## src/rtl/serial_arb_pkg.sv

```systemverilog
// Shared types and helpers for the serial transmit arbiter.
package serial_arb_pkg;

    typedef enum logic [1:0] {
        ST_IDLE  = 2'd0,
        ST_GRANT = 2'd1,
        ST_SHIFT = 2'd2
    } state_e;

    // Next round-robin position after id, wrapping at num.
    function automatic int unsigned rr_next(input int unsigned id, input int unsigned num);
        return (id + 32'd1 >= num) ? 32'd0 : id + 32'd1;
    endfunction

endpackage

```

## src/rtl/serial_tx_arbiter_rr.sv

```systemverilog
// Combinational round-robin picker: first request at or after the pointer, wrapping.
module rr_arbiter
    import serial_arb_pkg::*;
#(
    parameter  int unsigned NUM_REQ  = 4,
    localparam int unsigned ID_WIDTH = $clog2(NUM_REQ)
) (
    input  logic [NUM_REQ-1:0]  i_req,
    input  logic [ID_WIDTH-1:0] i_ptr,
    output logic [NUM_REQ-1:0]  o_grant,
    output logic [ID_WIDTH-1:0] o_id,
    output logic                o_any
);

    localparam logic [ID_WIDTH:0] N_L = (ID_WIDTH + 1)'(NUM_REQ);

    logic [2*NUM_REQ-1:0] w_dbl;
    logic [NUM_REQ-1:0]   w_rot;
    logic [ID_WIDTH-1:0]  w_idx;
    logic [ID_WIDTH:0]    w_sum;
    logic                 w_found;

    // Rotating the doubled vector puts the pointer position at bit 0.
    assign w_dbl = {i_req, i_req};
    assign w_rot = NUM_REQ'(w_dbl >> i_ptr);

    always_comb begin
        w_found = 1'b0;
        w_idx   = '0;
        for (int unsigned i = 0; i < NUM_REQ; i++) begin
            if (!w_found && w_rot[i]) begin
                w_found = 1'b1;
                w_idx   = ID_WIDTH'(i);
            end
        end
    end

    assign w_sum   = {1'b0, i_ptr} + {1'b0, w_idx};
    assign o_id    = (w_sum >= N_L) ? ID_WIDTH'(w_sum - N_L) : ID_WIDTH'(w_sum);
    assign o_any   = w_found;
    assign o_grant = w_found ? (NUM_REQ'(1) << o_id) : '0;

endmodule

```

## src/rtl/serial_tx_arbiter.sv

```systemverilog
// Round-robin sharing of one parallel-to-serial converter among NUM_REQ requesters.
// Define SERIAL_ARB_BURST_EN to let an owner keep the converter until req_last_i.
module serial_tx_arbiter
    import serial_arb_pkg::*;
#(
    parameter  int unsigned NUM_REQ    = 4,
    parameter  int unsigned WORD_WIDTH = 8,
    localparam int unsigned ID_WIDTH   = $clog2(NUM_REQ)
) (
    input  logic                          clk_i,
    input  logic                          rst_ni,
    input  logic                          clk_en_i,
    input  logic [NUM_REQ-1:0]            req_valid_i,
    input  logic [NUM_REQ*WORD_WIDTH-1:0] req_data_i,
    input  logic [NUM_REQ-1:0]            req_last_i,
    output logic [NUM_REQ-1:0]            req_ready_o,
    output logic                          ser_valid_o,
    input  logic                          ser_ready_i,
    output logic [WORD_WIDTH-1:0]         ser_data_o,
    output logic [ID_WIDTH-1:0]           ser_id_o,
    output logic                          ser_busy_o,
    output logic                          word_done_o
);

    localparam int unsigned CNT_W = $clog2(WORD_WIDTH);

    state_e              r_state;
    logic [ID_WIDTH-1:0] r_ptr;
    logic [ID_WIDTH-1:0] r_gid;
    logic [NUM_REQ-1:0]  r_goh;
    logic [CNT_W-1:0]    r_cnt;
    logic                r_last;

    logic [NUM_REQ-1:0]    w_arb_grant;
    logic [ID_WIDTH-1:0]   w_arb_id;
    logic                  w_arb_any;
    logic                  w_own_valid;
    logic                  w_hs;
    logic                  w_hs_last;
    logic                  w_word_end;
    logic [WORD_WIDTH-1:0] w_mux;

    rr_arbiter #(
        .NUM_REQ (NUM_REQ)
    ) u_rr (
        .i_req   (req_valid_i),
        .i_ptr   (r_ptr),
        .o_grant (w_arb_grant),
        .o_id    (w_arb_id),
        .o_any   (w_arb_any)
    );

`ifdef SERIAL_ARB_BURST_EN
    assign w_hs_last = |(req_last_i & r_goh);
`else
    logic w_unused_last;
    assign w_unused_last = ^req_last_i;
    assign w_hs_last     = 1'b1;
`endif

    assign w_own_valid = |(req_valid_i & r_goh);
    assign w_hs        = (r_state == ST_GRANT) && w_own_valid && ser_ready_i;
    assign w_word_end  = (r_state == ST_SHIFT) && clk_en_i && (r_cnt == '0);

    // One-hot grant selects the owner's word.
    always_comb begin
        w_mux = '0;
        for (int unsigned k = 0; k < NUM_REQ; k++) begin
            if (r_goh[k]) begin
                w_mux = w_mux | req_data_i[k*WORD_WIDTH +: WORD_WIDTH];
            end
        end
    end

    always_ff @(posedge clk_i or negedge rst_ni) begin
        if (!rst_ni) begin
            r_state <= ST_IDLE;
            r_ptr   <= '0;
            r_gid   <= '0;
            r_goh   <= '0;
            r_cnt   <= '0;
            r_last  <= 1'b1;
        end else begin
            case (r_state)
                ST_IDLE: begin
                    if (w_arb_any) begin
                        r_gid   <= w_arb_id;
                        r_goh   <= w_arb_grant;
                        r_state <= ST_GRANT;
                    end
                end
                ST_GRANT: begin
                    if (!w_own_valid) begin
                        r_state <= ST_IDLE;
                    end else if (ser_ready_i) begin
                        r_cnt   <= CNT_W'(WORD_WIDTH - 1);
                        r_last  <= w_hs_last;
                        r_state <= ST_SHIFT;
                        // Pointer moves only when the owner releases the converter.
                        if (w_hs_last) begin
                            r_ptr <= ID_WIDTH'(rr_next(32'(r_gid), NUM_REQ));
                        end
                    end
                end
                ST_SHIFT: begin
                    if (clk_en_i) begin
                        if (r_cnt == '0) begin
                            r_state <= r_last ? ST_IDLE : ST_GRANT;
                        end else begin
                            r_cnt <= r_cnt - CNT_W'(1);
                        end
                    end
                end
                default: r_state <= ST_IDLE;
            endcase
        end
    end

    assign ser_valid_o = (r_state == ST_GRANT) && w_own_valid;
    assign req_ready_o = w_hs ? r_goh : '0;
    assign ser_data_o  = (r_state == ST_GRANT) ? w_mux : '0;
    assign ser_busy_o  = (r_state == ST_SHIFT);
    assign ser_id_o    = ser_busy_o ? r_gid : '0;
    assign word_done_o = w_word_end;

endmodule

```

## config.mk

```make
export PLATFORM = sky130hd
export DESIGN_NAME = serial_tx_arbiter
export DESIGN_NICKNAME = d
export VERILOG_FILES = /design/src/rtl/serial_arb_pkg.sv /design/src/rtl/serial_tx_arbiter_rr.sv /design/src/rtl/serial_tx_arbiter.sv
export SDC_FILE = /design/constraint.sdc
export NUM_CORES = 1
export LEC_CHECK = 0
export CAP_MARGIN = 25
export CORE_MARGIN = 2
export CORE_UTILIZATION = 30
export CTS_CLUSTER_SIZE = 16
export DETAILED_ROUTE_END_ITERATION = 7
export PLACE_DENSITY_LB_ADDON = 0.08
export SYNTH_ARGS = -nofsm -noshare
export SYNTH_HDL_FRONTEND = slang
export SYNTH_SLANG_ARGS = --single-unit
```

## constraint.sdc

```tcl
create_clock -name clk_i -period 4.6 [get_ports clk_i]
set_clock_uncertainty 0.15 [all_clocks]
set_input_delay 1.15 -clock clk_i [delete_from_list [all_inputs] [get_ports clk_i]]
set_output_delay 1.15 -clock clk_i [all_outputs]
set_load 0.1 [all_outputs]
```

==> summary.txt, run 1 <==
Timing
  – Pins Over Slew Limit: 0
  – Setup TNS: 0 ns
  – Tmin final: 4.01 ns
  – RSZ-0062 raised after global routing: false
  – Final worst slack: 0.590 ns
  – Max_slew headroom: 61.3%
  – Peak Freq: 0.249 GHz
  – Worst slew pin tran: 0.579 ns
  – Final hold slack: 0.367 ns
  – Setup-failing EPs final: 0
  – Final hold vios: 0
  – Fin crit share: 87.2%

Yosys
  – Dominant cells by area after synthesis: dfrtp_1 31%, a22oi_1 13%, a21oi_1 6.2%
  – Yosys warnings: 0
  – Post-Syn Area: 0.00105 mm2
  – Post-synth top area share: 30.9%
  – Post-synth EDFFs: 0
  – Post-synth top cells: 18 x a22oi_1, 17 x nand2_1, 13 x a21oi_1, 13 x dfrtp_1, 8 x inv_1
  – Syn_area_per_cell: 8.10 um2
  – Cells after Synth: 130
  – Sequential area share after synthesis: 30.9%
  – Main synth FF type: dfrtp_1
  – Yosys top cell by area: dfrtp_1
  – Synthesized flop and latch total: 13
  – Cell variety after synth: 32
  – Net Count, Synth: 178
  – Count leader, synth: a22oi_1
  – Async SR Flop Fraction: 100%

Floorplanning
  – DIE AREA: 0.00400 mm2
  – I/O Pins: 61
  – Starting Density: 31.3%
  – Die Width: 63.3 um
  – Row count: 21
  – Die height: 63.3 um
  – CORE AREA: 0.00336 mm2

CTS
  – Post-CTS Setup Inserts: 0
  – Total clock sinks: 13
  – Worst-path clk slew: 0.08 ns
  – Clock Path Buffers: 2
  – Clk_lat worst skew: 0.27 ns
  – Max H-tree Level: 1
  – CTS tree: built
  – CTS Hold Bufs: 0
  – Post_cts resized: 0
  – Clock Tree Root: clkbuf_4
  – TritonCTS Buffers: 3

Final layout
  – Final std cells w/o fill: 227
  – Nets: 230
  – Share of cells above drive strength 1: 14.4%
  – Layout area overhead: 59.1%
  – Ant. Diodes: 0

Placement
  – Port Buf Inserts: 56
  – Estimated wirelength of the detail-placed design: 2330 um
  – Pre-CTS setup slack: 0.606 ns
  – Placed Cells: 223
  – Routability cong.: 0.788

Critical path
  – Crit end category: output port
  – Crit path launch type: input port
  – Critical Path Start: req_valid_i[2]
  – Crit Reg-Reg Startpoint: r_ptr[1]$_DFFE_PN0P_
  – Crit path max fanout: 8
  – Crit path cell chain: clkdlybuf4s50_1 > a22oi_1 > a21oi_4 > and3_1 > buf_12
  – CP Data Arrival Time: 2.71 ns
  – Crit path kind: in -> out
  – CP bufs+invs: 2
  – Required @ worst endpoint: 3.30 ns
  – Worst path top cell family by delay: buffers and inverters
  – CP max stage delay: 0.63 ns
  – Slowest cell on crit path: clkdlybuf4s50_1

Hold path
  – Worst Hold Launch: r_gid[0]$_DFFE_PN0P_
  – Hold Path Class: reg -> reg

Power and ir drop
  – Total power: 0.00109 W
  – Sequential power share: 22.7%
  – Pwr/cell area: 650 mW/mm2
  – Worst VDD drop: 0.000248 V
  – P_int: 0.000441 W
  – Switching share of power: 59.5%
  – Clock power share: 6.5%
  – NetSw: 0.000648 W
  – Comb pwr share: 70.8%
  – Static Leakage: 0.722 nW

Run
  – Maxcap violations: 0

Global route
  – Gr usage total: 15.6%
  – Pin count of the biggest net entering global routing: 14
  – Total grt overflow: 0
  – First-pass GRT wire length: 5130 um
  – Vias in the first global route: 1,094
  – Initial antenna violation count: 0

Detailed routing
  – Routed vias: 1,140
  – DRC: 0
  – 1st-iter DRT viols: 71
  – Wire length per cell: 13.2 um
  – Pre-Repair DR Iteration Count: 5
  – Antenna-violating nets left: 0
  – Routed wire length: 3000 um
  – DR vias/cell: 5.02

Run status
  – Status: completed
flip-flops by register name (all words and copies together), names as in the netlist:
signal	flops
r_gid	2
r_goh	4
r_state	2
r_cnt	3
r_ptr	2
final timing paths:
| path | depth (start not counted) | to | slack (ns) |
|---|---|---|---|
| worst max-delay path | 5 | req_ready_o[1] | 0.59 |
| worst min-delay path | 1 | r_ptr[0]$_DFFE_PN0P_ | 0.37 |
| worst max register to register | 9 | r_goh[1]$_DFFE_PN0P_ | 2.43 |
| worst min register to register | 1 | r_ptr[0]$_DFFE_PN0P_ | 0.37 |
| max in group asynchronous | 1 | r_goh[1]$_DFFE_PN0P_ | 2.83 |
| min in group asynchronous | 1 | r_cnt[1]$_DFFE_PN0P_ | 1.09 |
worst register-to-register path, cell delays in order (launching register included):
cell      delay, ns
dfrtp_1        0.54
nand2_1        0.09
a21oi_1        0.15
nor2_1         0.05
a211oi_1       0.21
a21oi_1        0.07
ha_1           0.20
xor2_1         0.16
xnor2_2        0.32
a22o_1         0.18
cell usage in the layout (no fill, tap or decap), types with 2 or more instances in the layout:
master and n:
a211oi_1 2, a21oi_1 13, a22o_1 2, a22oi_1 18, and2_1 4, and3_1 4
and3b_1 2, buf_12 5, buf_4 13, clkbuf_4 3, clkdlybuf4s50_1 39, dfrtp_1 13
ha_1 4, inv_1 8, nand2_1 17, nand2b_1 2, nand3_1 3, nor2_1 5
nor2b_1 2, nor3_1 3, o211ai_1 2, o21ai_1 4, o31ai_2 2
metal layers:
metal | global-route usage [%] | vias up | part of all wire (%)
met5 | 0 | - | 0
met4 | 3.26 | 0 | 0.33
met3 | 2.32 | 2 | 2.5
met2 | 26.9 | 14 | 51
met1 | 20.8 | 547 | 46
li1 | - | 577 | -
cell families after synthesis:
group / count (synthesis) / synth area share [%]
flip-flops: 13 / 30.9
AND/OR/NAND/NOR: 44 / 21.4
AO/OA/AOI/OAI: 49 / 32.4
XOR/XNOR: 2 / 2.38
buffers and inverters: 18 / 8.19
adder cells (fa/ha/maj): 4 / 4.75
final cells by class:
type / instances / area, um2
Clock buffer: 4 / 26.3
Fill cell: 357 / 1690
Inverter: 8 / 30.0
Multi-Input combinational cell: 99 / 649
Sequential cell: 13 / 325
Tap cell: 46 / 57.6
Timing Repair Buffer: 57 / 588
power groups by stage:
stage | registers, W | logic, W | clock network [W]
finish | 0.000247 | 0.000772 | 0.0000704
CTS | 0.000247 | 0.000780 | 0.0000737
detailed placement | 0.000249 | 0.000779 | 0
floorplan | 0.000195 | 0.000646 | 0
global route | 0.000259 | 0.000830 | 0.0000791
global placement | 0.000249 | 0.000771 | 0
through the flow:
step / utilization [%] / instance area (um2)
after detailed placement: 49.1 / 1650
final: 49.9 / 1680
after global routing: 49.9 / 1680
after CTS: 49.9 / 1680
after floorplan: - / 1060
after global placement: 49.1 / 1650
(Power assumes the default switching activity.)
==> run 2, diff against run 1 <==
Settings changed: CTS_CLUSTER_SIZE 16 to default, SKIP_CTS_REPAIR_TIMING from default to 1.
==> results of run 2 <==
Final layout, timing and power as in run 1 (identical DEF).
==> run 3, diff against run 2 <==
Settings changed: TNS_END_PERCENT from default to 30.
==> results of run 3 <==
Final layout, timing and power as in run 1 (identical DEF).
